$ cat config.mk
export PLATFORM = sky130hd
export DESIGN_NAME = uart_8250_tx_engine
export DESIGN_NICKNAME = d
export VERILOG_FILES = /design/src/rtl/uart_8250_tx_engine.sv
export SDC_FILE = /design/constraint.sdc
export NUM_CORES = 1
export LEC_CHECK = 0
export BUFFER_PORTS_ARGS = -buffer_cell sky130_fd_sc_hd__buf_2
export CORE_ASPECT_RATIO = 1.4
export CORE_MARGIN = 4
export CORE_UTILIZATION = 45
export CTS_CLUSTER_DIAMETER = 40
export DETAILED_ROUTE_END_ITERATION = 10
export GPL_TIMING_DRIVEN = 0
export PLACE_DENSITY = 0.65
export RECOVER_POWER = 100
export SYNTH_ARGS = -nofsm -noshare
export SYNTH_HDL_FRONTEND = slang
export SYNTH_SLANG_ARGS = --single-unit
$ cat constraint.sdc
create_clock -name CLK_I -period 4.1 [get_ports CLK_I]
set_input_delay 0.41 -clock CLK_I [delete_from_list [all_inputs] [get_ports CLK_I]]
set_output_delay 0.41 -clock CLK_I [all_outputs]
set_load 0.01 [all_outputs]
$ cat src/rtl/uart_8250_tx_engine.sv
// Transmit side of the 8250-style UART: a THR FIFO, a 16x baud tick generator and a framing FSM
// that serialises each byte onto txd. THRE/TEMT and the full flag feed the register block.
module uart_8250_tx_engine #(
  parameter int FIFO_DEPTH = 16,
  parameter int FIFO_AW    = 4
) (
  input  logic        CLK_I,
  input  logic        RST_I,
  input  logic [15:0] divisor,
  input  logic [6:0]  lcr,
  input  logic        wr_en,
  input  logic [7:0]  wr_data,
  input  logic        fifo_reset,
  output logic        fifo_full,
  output logic        thre,
  output logic        temt,
  output logic        txd
);

  // Write handshake: wr_en is a one-cycle strobe with no ready; a strobe seen while
  // fifo_full is high is discarded, so the writer must respect fifo_full itself.

  typedef enum logic [2:0] {
    S_IDLE,
    S_START,
    S_DATA,
    S_PARITY,
    S_STOP
  } state_t;

  localparam logic [FIFO_AW:0] DEPTH_C = (FIFO_AW + 1)'(FIFO_DEPTH);

  state_t               r_state;
  state_t               w_state_next;

  logic [7:0]           r_mem [FIFO_DEPTH];
  logic [FIFO_AW-1:0]   r_wr_ptr;
  logic [FIFO_AW-1:0]   r_rd_ptr;
  logic [FIFO_AW:0]     r_count;
  logic [FIFO_AW:0]     w_count_next;
  logic                 w_push;
  logic                 w_load;

  logic                 r_full;
  logic                 r_thre;
  logic                 r_temt;
  logic                 r_txd;
  logic                 w_txd_next;

  logic [15:0]          r_div;
  logic [15:0]          r_baud_cnt;
  logic                 w_tick;
  logic                 w_div_ok;

  logic [3:0]           r_lcr;
  logic [7:0]           r_shift;
  logic                 r_parity;
  logic [5:0]           r_tick_cnt;
  logic [2:0]           r_bit_cnt;
  logic [5:0]           w_seg_ticks;
  logic                 w_seg_done;
  logic                 w_last_bit;

  logic [7:0]           w_head;
  logic [7:0]           w_mask;
  logic                 w_head_parity;

  assign w_div_ok     = (divisor != 16'd0);
  assign w_push       = wr_en && !r_full && !fifo_reset;
  assign w_count_next = fifo_reset ? '0
                      : r_count + {{FIFO_AW{1'b0}}, w_push} - {{FIFO_AW{1'b0}}, w_load};

  assign w_head        = r_mem[r_rd_ptr];
  assign w_mask        = 8'hFF >> (2'd3 - lcr[1:0]);
  assign w_head_parity = lcr[5] ? ~lcr[4]
                       : (lcr[4] ? ^(w_head & w_mask) : ~^(w_head & w_mask));

  always_ff @(posedge CLK_I) begin
    if (w_push) r_mem[r_wr_ptr] <= wr_data;
  end

  always_ff @(posedge CLK_I or posedge RST_I) begin
    if (RST_I) begin
      r_wr_ptr <= '0;
      r_rd_ptr <= '0;
      r_count  <= '0;
    end else begin
      r_count <= w_count_next;
      if (fifo_reset) begin
        r_wr_ptr <= '0;
        r_rd_ptr <= '0;
      end else begin
        if (w_push) r_wr_ptr <= r_wr_ptr + 1'b1;
        if (w_load) r_rd_ptr <= r_rd_ptr + 1'b1;
      end
    end
  end

  // The counter restarts at every frame load so bit boundaries align to the load edge.
  assign w_tick = (r_state != S_IDLE) && (r_div != 16'd0) && (r_baud_cnt == 16'd0);

  always_ff @(posedge CLK_I or posedge RST_I) begin
    if (RST_I) begin
      r_baud_cnt <= '0;
    end else if (w_load) begin
      r_baud_cnt <= divisor - 16'd1;
    end else if (r_div != 16'd0) begin
      r_baud_cnt <= (r_baud_cnt == 16'd0) ? r_div - 16'd1 : r_baud_cnt - 16'd1;
    end
  end

  always_comb begin
    w_seg_ticks = 6'd16;
    if (r_state == S_STOP && r_lcr[2]) begin
      w_seg_ticks = (r_lcr[1:0] == 2'b00) ? 6'd24 : 6'd32;
    end
  end

  assign w_seg_done = w_tick && (r_tick_cnt == w_seg_ticks - 6'd1);
  assign w_last_bit = (r_bit_cnt == 3'd4 + {1'b0, r_lcr[1:0]});

  always_ff @(posedge CLK_I or posedge RST_I) begin
    if (RST_I) begin
      r_tick_cnt <= '0;
    end else if (w_load || w_seg_done) begin
      r_tick_cnt <= '0;
    end else if (w_tick) begin
      r_tick_cnt <= r_tick_cnt + 6'd1;
    end
  end

  always_ff @(posedge CLK_I or posedge RST_I) begin
    if (RST_I) begin
      r_state <= S_IDLE;
    end else begin
      r_state <= w_state_next;
    end
  end

  always_comb begin
    w_state_next = r_state;
    w_load       = 1'b0;
    w_txd_next   = 1'b1;
    case (r_state)
      S_IDLE: begin
        if (r_count != '0 && w_div_ok) begin
          w_load       = 1'b1;
          w_state_next = S_START;
        end
      end
      S_START: begin
        w_txd_next = 1'b0;
        if (w_seg_done) w_state_next = S_DATA;
      end
      S_DATA: begin
        w_txd_next = r_shift[0];
        if (w_seg_done && w_last_bit) w_state_next = r_lcr[3] ? S_PARITY : S_STOP;
      end
      S_PARITY: begin
        w_txd_next = r_parity;
        if (w_seg_done) w_state_next = S_STOP;
      end
      S_STOP: begin
        if (w_seg_done) begin
          // Chain straight into the next frame so back-to-back bytes have no idle bit.
          if (r_count != '0 && w_div_ok) begin
            w_load       = 1'b1;
            w_state_next = S_START;
          end else begin
            w_state_next = S_IDLE;
          end
        end
      end
      default: w_state_next = S_IDLE;
    endcase
  end

  always_ff @(posedge CLK_I or posedge RST_I) begin
    if (RST_I) begin
      r_shift   <= '0;
      r_lcr     <= '0;
      r_div     <= '0;
      r_parity  <= 1'b0;
      r_bit_cnt <= '0;
    end else if (w_load) begin
      r_shift   <= w_head;
      r_lcr     <= lcr[3:0];
      r_div     <= divisor;
      r_parity  <= w_head_parity;
      r_bit_cnt <= '0;
    end else if (r_state == S_DATA && w_seg_done) begin
      r_shift   <= {1'b0, r_shift[7:1]};
      r_bit_cnt <= r_bit_cnt + 3'd1;
    end
  end

  always_ff @(posedge CLK_I or posedge RST_I) begin
    if (RST_I) begin
      r_full <= 1'b0;
      r_thre <= 1'b1;
      r_temt <= 1'b1;
      r_txd  <= 1'b1;
    end else begin
      r_full <= (w_count_next == DEPTH_C);
      r_thre <= (w_count_next == '0);
      r_temt <= (w_state_next == S_IDLE) && (w_count_next == '0);
      r_txd  <= w_txd_next;
    end
  end

  // Break overrides the line without disturbing the FSM.
  assign txd       = r_txd & ~lcr[6];
  assign fifo_full = r_full;
  assign thre      = r_thre;
  assign temt      = r_temt;

endmodule

# Yosys cells after proc, flatten, opt, wreduce, memory -nomap -nowiden

Memory sizes are Yosys's and may differ from the RTL's.
Index checks and enable logic that the tools add are counted.

RAM bits: 128
Output and inout bits: 4
Flip-flop bits (word level): 74
Bits of input ports: 35
Bits in read-only memories: 0
Latch bits: 0
Word-level logic and storage cells: 101
Memories: 1

Memories:

| name  | depth | bits a word | read ports | clocked after memory_dff | wr ports | RTL line | source |
|---|---|---|---|---|---|---|---|
| r_mem | 16    | 8           | 1          | 0                        | 1        | 36       | `logic [7:0] r_mem [FIFO_DEPTH];` |

Shift operators: 1
Divide/modulo/power cells: 0
Multiply operators: 0
Bitwise logic cells: 4
Magnitude comparators: 0
$add $sub $neg: 12
Muxes and demuxes: 32
Reduce and logical (&&, ||, !) cells: 29
Equal/unequal tests: 7

Operators with widths:

| kind                  | count |
|---|---|
| $mux 16               | 3 |
| $sub 16x1->16 const B | 3 |
| $reduce_bool 16->1    | 2 |
| $mux 3                | 8 |
| $mux 6                | 4 |
| $logic_not 16->1      | 1 |
| $mux 4                | 4 |
| $mux 8                | 2 |
| $pmux 3 s5            | 1 |
| $logic_and 1x1->1     | 10 |
| $reduce_bool 2->1     | 5 |
| $add 4x1->4 const B   | 2 |
| $and 8x8->8           | 1 |
| $reduce_xnor 8->1     | 1 |
| $reduce_xor 8->1      | 1 |
| $shr 8x2->8 const A   | 1 |
| $mux 1                | 7 |
| $add 6x1->6 const B   | 1 |
| $eq 3x2->1 const B    | 2 |
| $eq 6x6->1            | 1 |
| $logic_not 3->1       | 2 |
| $sub 6x1->6 const B   | 1 |
| $add 5x1->5           | 1 |
| $eq 5x5->1 const B    | 1 |
| 18 further kinds      | 20 |

# Logic depth before layout (Yosys ltp)

Depth in word-level cells: 12
Gate-level depth with buffers: 21
Mapped depth without buffers: 18

# Least setup slack after synthesis

No wires, ideal clock.

Path type: flip-flop to flip-flop
Start: register r_baud_cnt[3]
End: register r_temt, in the netlist temt
Slack: -203 ps
Setup time: 101 ps
Arrival: 4203 ps
Stages on the path, launching flop included: 20
Required time: 3999 ps
Clock period less this slack: 4303 ps
Buffers on the path: 4
Cell sequence: dfrtp_1 or4_4 nor3_4 and2_4 buf_6 a31o_4 nand2_1 inv_1 buf_2 buf_2 buf_1 ha_1 inv_1 ha_1 fa_1 xnor2_1 nor2_1 or4_1 nor2_1 nor4b_1

Word-level cells in the longest chain between the ends: 9
Elaborated cells on any way between the ends: 16
Classes of those cells: add/sub (1); mux (8); reduce/logical (7)

Ends and longest elaborated chain:

| item                   | RTL line | source |
|---|---|---|
| from (decl)            | 51       | `logic [15:0] r_baud_cnt;` |
| from (signal assigned) | 106      | `r_baud_cnt <= divisor - 16'd1;` |
| from (signal assigned) | 108      | `r_baud_cnt <= (r_baud_cnt == 16'd0) ? r_div - 16'd1 : r_baud_cnt - 16'd1;` |
| $logic_not 16->1       | 100      | `assign w_tick = (r_state != S_IDLE) && (r_div != 16'd0) && (r_baud_cnt == 16'd0);` |
| $logic_and 1x1->1      | 100      |  |
| $logic_and 1x1->1      | 119      | `assign w_seg_done = w_tick && (r_tick_cnt == w_seg_ticks - 6'd1);` |
| $mux 1                 | 164      | `if (w_seg_done) begin` |
| $pmux 1 s2             | 144      | `case (r_state)` |
| via w_load             | 42       | `logic w_load;` |
| $sub 5x1->5            | 71       | `: r_count + {{FIFO_AW{1'b0}}, w_push} - {{FIFO_AW{1'b0}}, w_load};` |
| $mux 5                 | 70       | `assign w_count_next = fifo_reset ? '0` |
| via w_count_next[2]    | 40       | `logic [FIFO_AW:0] w_count_next;` |
| $logic_not 5->1        | 206      | `r_temt <= (w_state_next == S_IDLE) && (w_count_next == '0);` |
| $logic_and 1x1->1      | 206      |  |
| to (signal assigned)   | 206      |  |
| to (decl)              | 46       | `logic r_temt;` |

The timed path passes the listed nets, and every way through them passes these cells.
A chain may end at the register's enable or synchronous reset.

# Final worst setup path

Start: register r_state[1]
End: register r_temt, in the netlist temt

Word-level cells in the longest chain between the ends: 12
Elaborated cells on any way between the ends: 27
Classes of those cells: add/sub (2); eq/ne (5); mux (10); reduce/logical (10)

Ends and longest elaborated chain:

| item                   | RTL line | source |
|---|---|---|
| from (decl)            | 33       | `state_t r_state;` |
| from (signal assigned) | 136      | `r_state <= w_state_next;` |
| $eq 3x3->1             | 114, 144 |  |
| $logic_and 1x1->1      | 114      | `if (r_state == S_STOP && r_lcr[2]) begin` |
| $mux 6                 | 114      |  |
| $sub 6x1->6            | 119      |  |
| $eq 6x6->1             | 119      |  |
| $logic_and 1x1->1      | 119      |  |
| $mux 1                 | 164      |  |
| $pmux 1 s2 (*)         | 144      |  |
| via w_load             | 42       |  |
| $sub 5x1->5 (*)        | 71       |  |
| $mux 5 (*)             | 70       |  |
| via w_count_next[1]    | 40       |  |
| $logic_not 5->1 (*)    | 206      |  |
| $logic_and 1x1->1 (*)  | 206      |  |

Mark *: on every way through the listed nets, which the timed path passes. The rest lies on a longest branch.

==> results.sh <==
export IMPL_syn_area_um2=9333
export IMPL_grtUsageTotal=0.1904
export IMPL_placed_area_um2=9879
export IMPL_root_buffer="clkbuf_16"
export IMPL_vias=6115
export IMPL_synth_top_flop_cell="edfxtp_1"
export IMPL_yosysSeqAreaShare=0.6107
export IMPL_max_freq_mhz=246.8
export IMPL_timing_slew_headroom=-0.1769
export IMPL_clkSinkCount=202
export IMPL_max_stage_delay_ns=0.54
export IMPL_drive_above_1_share=0.1788
export IMPL_finalHoldViolCount=0
export IMPL_pin_count=39
export IMPL_die_w_um=129.7
export IMPL_cts_buffer_depth=3
export IMPL_nFillCells=1729
export IMPL_path_max_fanout=10
export IMPL_period_minus_slack_ns=4.052
export IMPL_crit_family="simple AND/OR/NAND/NOR gates"
export IMPL_clkPwrFrac=0.423
export IMPL_drv_slew=71
export IMPL_synth_async_sr_flop_share=0.3663
export IMPL_p_switching_uw=1410
export IMPL_synth_compound_area_share=0.09720
export IMPL_failed_checks="capacitance limit, slew limit"
export IMPL_die_area_um2=23140
export IMPL_initial_core_util=0.4557
export IMPL_ys_ff_latch=202
export IMPL_clk_latency_ns=0.53
export IMPL_drtAntennaViolNets=0
export IMPL_status="finished, violations left"
export IMPL_path_clk_slew_ns=0.06
export IMPL_port_buffers=38
export IMPL_grt_max_degree=71
export IMPL_grt_pass1_vias=6337
export IMPL_worstPathRequired_ns=4.55
export IMPL_synth_edff_count=128
export IMPL_postSynthAreaPerCell_um2=12.53
export IMPL_h_tree_depth=1
export IMPL_cts_tree="yes"
export IMPL_grt_pass1_wl_um=34210
export IMPL_regArea_um2=5700
export IMPL_synth_top_family_by_area="simple AND/OR/NAND/NOR gates"
export IMPL_synth_largest_area_cell="edfxtp_1"
export IMPL_p_per_area_nw_per_um2=494.6
export IMPL_switching_share=0.2607
export IMPL_rows=62
export IMPL_dr_pass1_iters=5
export IMPL_path_buf_inv=4
export IMPL_grt_setup_unrepaired="true"
export IMPL_drt_wl_total_um=21320
export IMPL_synth_top_area_share=0.4119
export IMPL_grt_antenna_before_repair=0
export IMPL_netlist_instances=745
export IMPL_cp_arrival_ns=4.50
export IMPL_crit_chain="and4bb_1, mux2_4, a211oi_4, a31o_4, nand2_2, inv_2, buf_12, buf_12, ha_1, inv_1, ha_2, fa_2, nor2b_1, or4_4, nor2_4, nor4b_4"
export IMPL_p_int_uw=3998
export IMPL_yosys_warnings=0
export IMPL_vias_per_cell=5.584
export IMPL_skew_ns=0.01485
export IMPL_pwr_share_seq=0.450
export IMPL_synthAdderAreaFrac=0.02091
export IMPL_worstHoldPathType="input port to flop"
export IMPL_drc=0
export IMPL_endpoint_kind="flop"
export IMPL_max_cap_violations=1
export IMPL_syn_num_nets=795
export IMPL_fin_util=0.5338
export IMPL_critical_path_class="flop to flop"
export IMPL_ys_types=69
export IMPL_final_nets=872
export IMPL_synth_simple_area_share=0.1272
export IMPL_ys_top_cells_by_area="edfxtp_1 41%, dfrtp_1 19%, mux2i_1 4.4%"
export IMPL_cp_slowest_cell="or4_4"
export IMPL_fin_area_um2=10930
export IMPL_wire_per_inst_um=19.47
export IMPL_worst_setup_path_start_kind="flop"
export IMPL_leakagePower_uw=0.004067
export IMPL_vdd_drop_max_v=0.0003794
export IMPL_antenna_cells=0
export IMPL_multi_input_area_um2=3487
export IMPL_numCtsBuffers=26
export IMPL_worst_pin_slew_ns=1.765
export IMPL_setup_violations=0
export IMPL_areaGrowthSynthToFinish_pct=17.15
export IMPL_synth_mux_area_frac=0.08379
export IMPL_crit_path_frequent_cell="buf_12"
export IMPL_first_iter_violations=424
export IMPL_place_gp_congestion=0.9493
export IMPL_grt_ovfl_total=0
export IMPL_fp_dieH_um=178.4
export IMPL_min_period_over_period=0.9883
export IMPL_synth_xor_area_frac=0.03338
export IMPL_dp_hpwl_um=15020
export IMPL_combPwrFrac=0.127
export IMPL_core_um2=20480
## power by group through the flow
stage | Combinational, µW | Sequential (µW) | Clock (µW)
after floorplan | 446 | 2440 | 0
after global placement | 607 | 2470 | 0
after detailed placement | 622 | 2470 | 0
after CTS | 686 | 2430 | 2340
after global routing | 766 | 2450 | 2420
final | 688 | 2430 | 2290
## routing by layer
metal  routed length, µm  GRT usage  part of all wire
met2               11630     0.3554              0.55
met4                 707    0.07322             0.033
met3                 855    0.02457             0.040
met1                8133     0.2186              0.38
met5                   0          0                 0
## placed cells by master, fill, tap and decap left out, types with 6 or more instances in the layout
cell type,count
clkbuf_16,26
inv_1,12
buf_4,14
nor3_1,14
edfxtp_1,128
mux2i_1,41
dfrtp_1,70
mux4_2,16
xor2_1,14
xnor2_1,19
a22oi_1,10
nand3_1,12
clkbuf_1,26
nand2_1,105
a221oi_1,16
ha_1,13
nor2_1,66
a21oi_1,35
o21ai_0,25
buf_2,36
nor2b_1,6
## kinds of logic (layout without fill, tap and decap cells)
family,Yosys count,in the layout
XOR/XNOR,34,34
multiplexers,58,58
AND/OR/NAND/NOR,252,252
AO/OA/AOI/OAI,133,133
flip-flops,202,202
buffers and inverters,51,145
adder cells (fa/ha/maj),15,15
## synthesized netlist by cell type (all sizes together), types with 5 or more instances
| master | count |
|---|---|
| a21oi | 36 |
| a221oi | 17 |
| a22oi | 10 |
| a31oi | 5 |
| and2 | 5 |
| and3 | 5 |
| buf | 18 |
| clkbuf | 18 |
| dfrtp | 71 |
| edfxtp | 128 |
| ha | 14 |
| inv | 14 |
| mux2i | 41 |
| mux4 | 16 |
| nand2 | 106 |
| nand2b | 5 |
| nand3 | 14 |
| nor2 | 67 |
| nor2b | 6 |
| nor3 | 20 |
| nor4 | 6 |
| o21ai | 29 |
| xnor2 | 19 |
| xor2 | 14 |
## area by class of cell
type,count,area share
Clock buffer,28,0.06020
Buffer,34,0.01934
Sequential cell,202,0.5214
Inverter,15,0.005264
Multi-Input combinational cell,492,0.3190
Clock inverter,17,0.02014
Tap cell,256,0.02930
Timing Repair Buffer,51,0.02541
## state kept, by name (all words and copies together), names as in the netlist, 5 cells and up
| register | flops |
|---|---|
| r_count | 5 |
| r_baud_cnt | 16 |
| r_shift | 8 |
| r_div | 16 |
| r_tick_cnt | 6 |
| r_mem | 128 |
## repair_timing
| item | CTS | global route |
|---|---|---|
| resized for setup | 19 | 11 |
| cloned | 0 | 0 |
| endpoints found under the hold margin | 4 | 0 |
| setup buffers | 8 | 3 |
| hold buffers | 1 | 0 |
| pin swaps | 5 | 5 |
| setup endpoints to repair | 8 | 7 |
## metrics by stage
step	total power [µW]	setup WS (ns)	hold slack, ns	std cells	setup TNS (ns)
after floorplan	2887	0.004513	0.4376	745	0
after detailed placement	3094	-1.022	0.2933	1040	-3.221
after CTS	5455	0.004580	0.03537	1092	0
after global placement	3080	-1.027	0.4600	1039	-3.248
after global routing	5640	-0.09037	0.08247	1095	-0.09037
final	5408	0.04786	0.06245	1095	0
## worst min-delay path: stages
cell and delay, ns:
buf_2 0.07, nand2_1 0.04, nand2_1 0.04
## worst paths after layout
check                                     startpoint              endpoint  slack, ns  depth (start not counted)
worst max-delay path            r_state[1]$_DFF_PP0_        temt$_DFF_PP1_       0.05                         16
worst min-delay path                          lcr[3]  r_lcr[3]$_DFFE_PP0P_       0.06                          3
worst max register to register  r_state[1]$_DFF_PP0_        temt$_DFF_PP1_       0.05                         16
worst min register to register  r_lcr[2]$_DFFE_PP0P_  r_lcr[2]$_DFFE_PP0P_       0.47                          2
max in group asynchronous                      RST_I  r_state[2]$_DFF_PP0_       1.72                          4
min in group asynchronous                      RST_I   fifo_full$_DFF_PP0_       0.33                          3
Power figures use the tool's default switching activity.
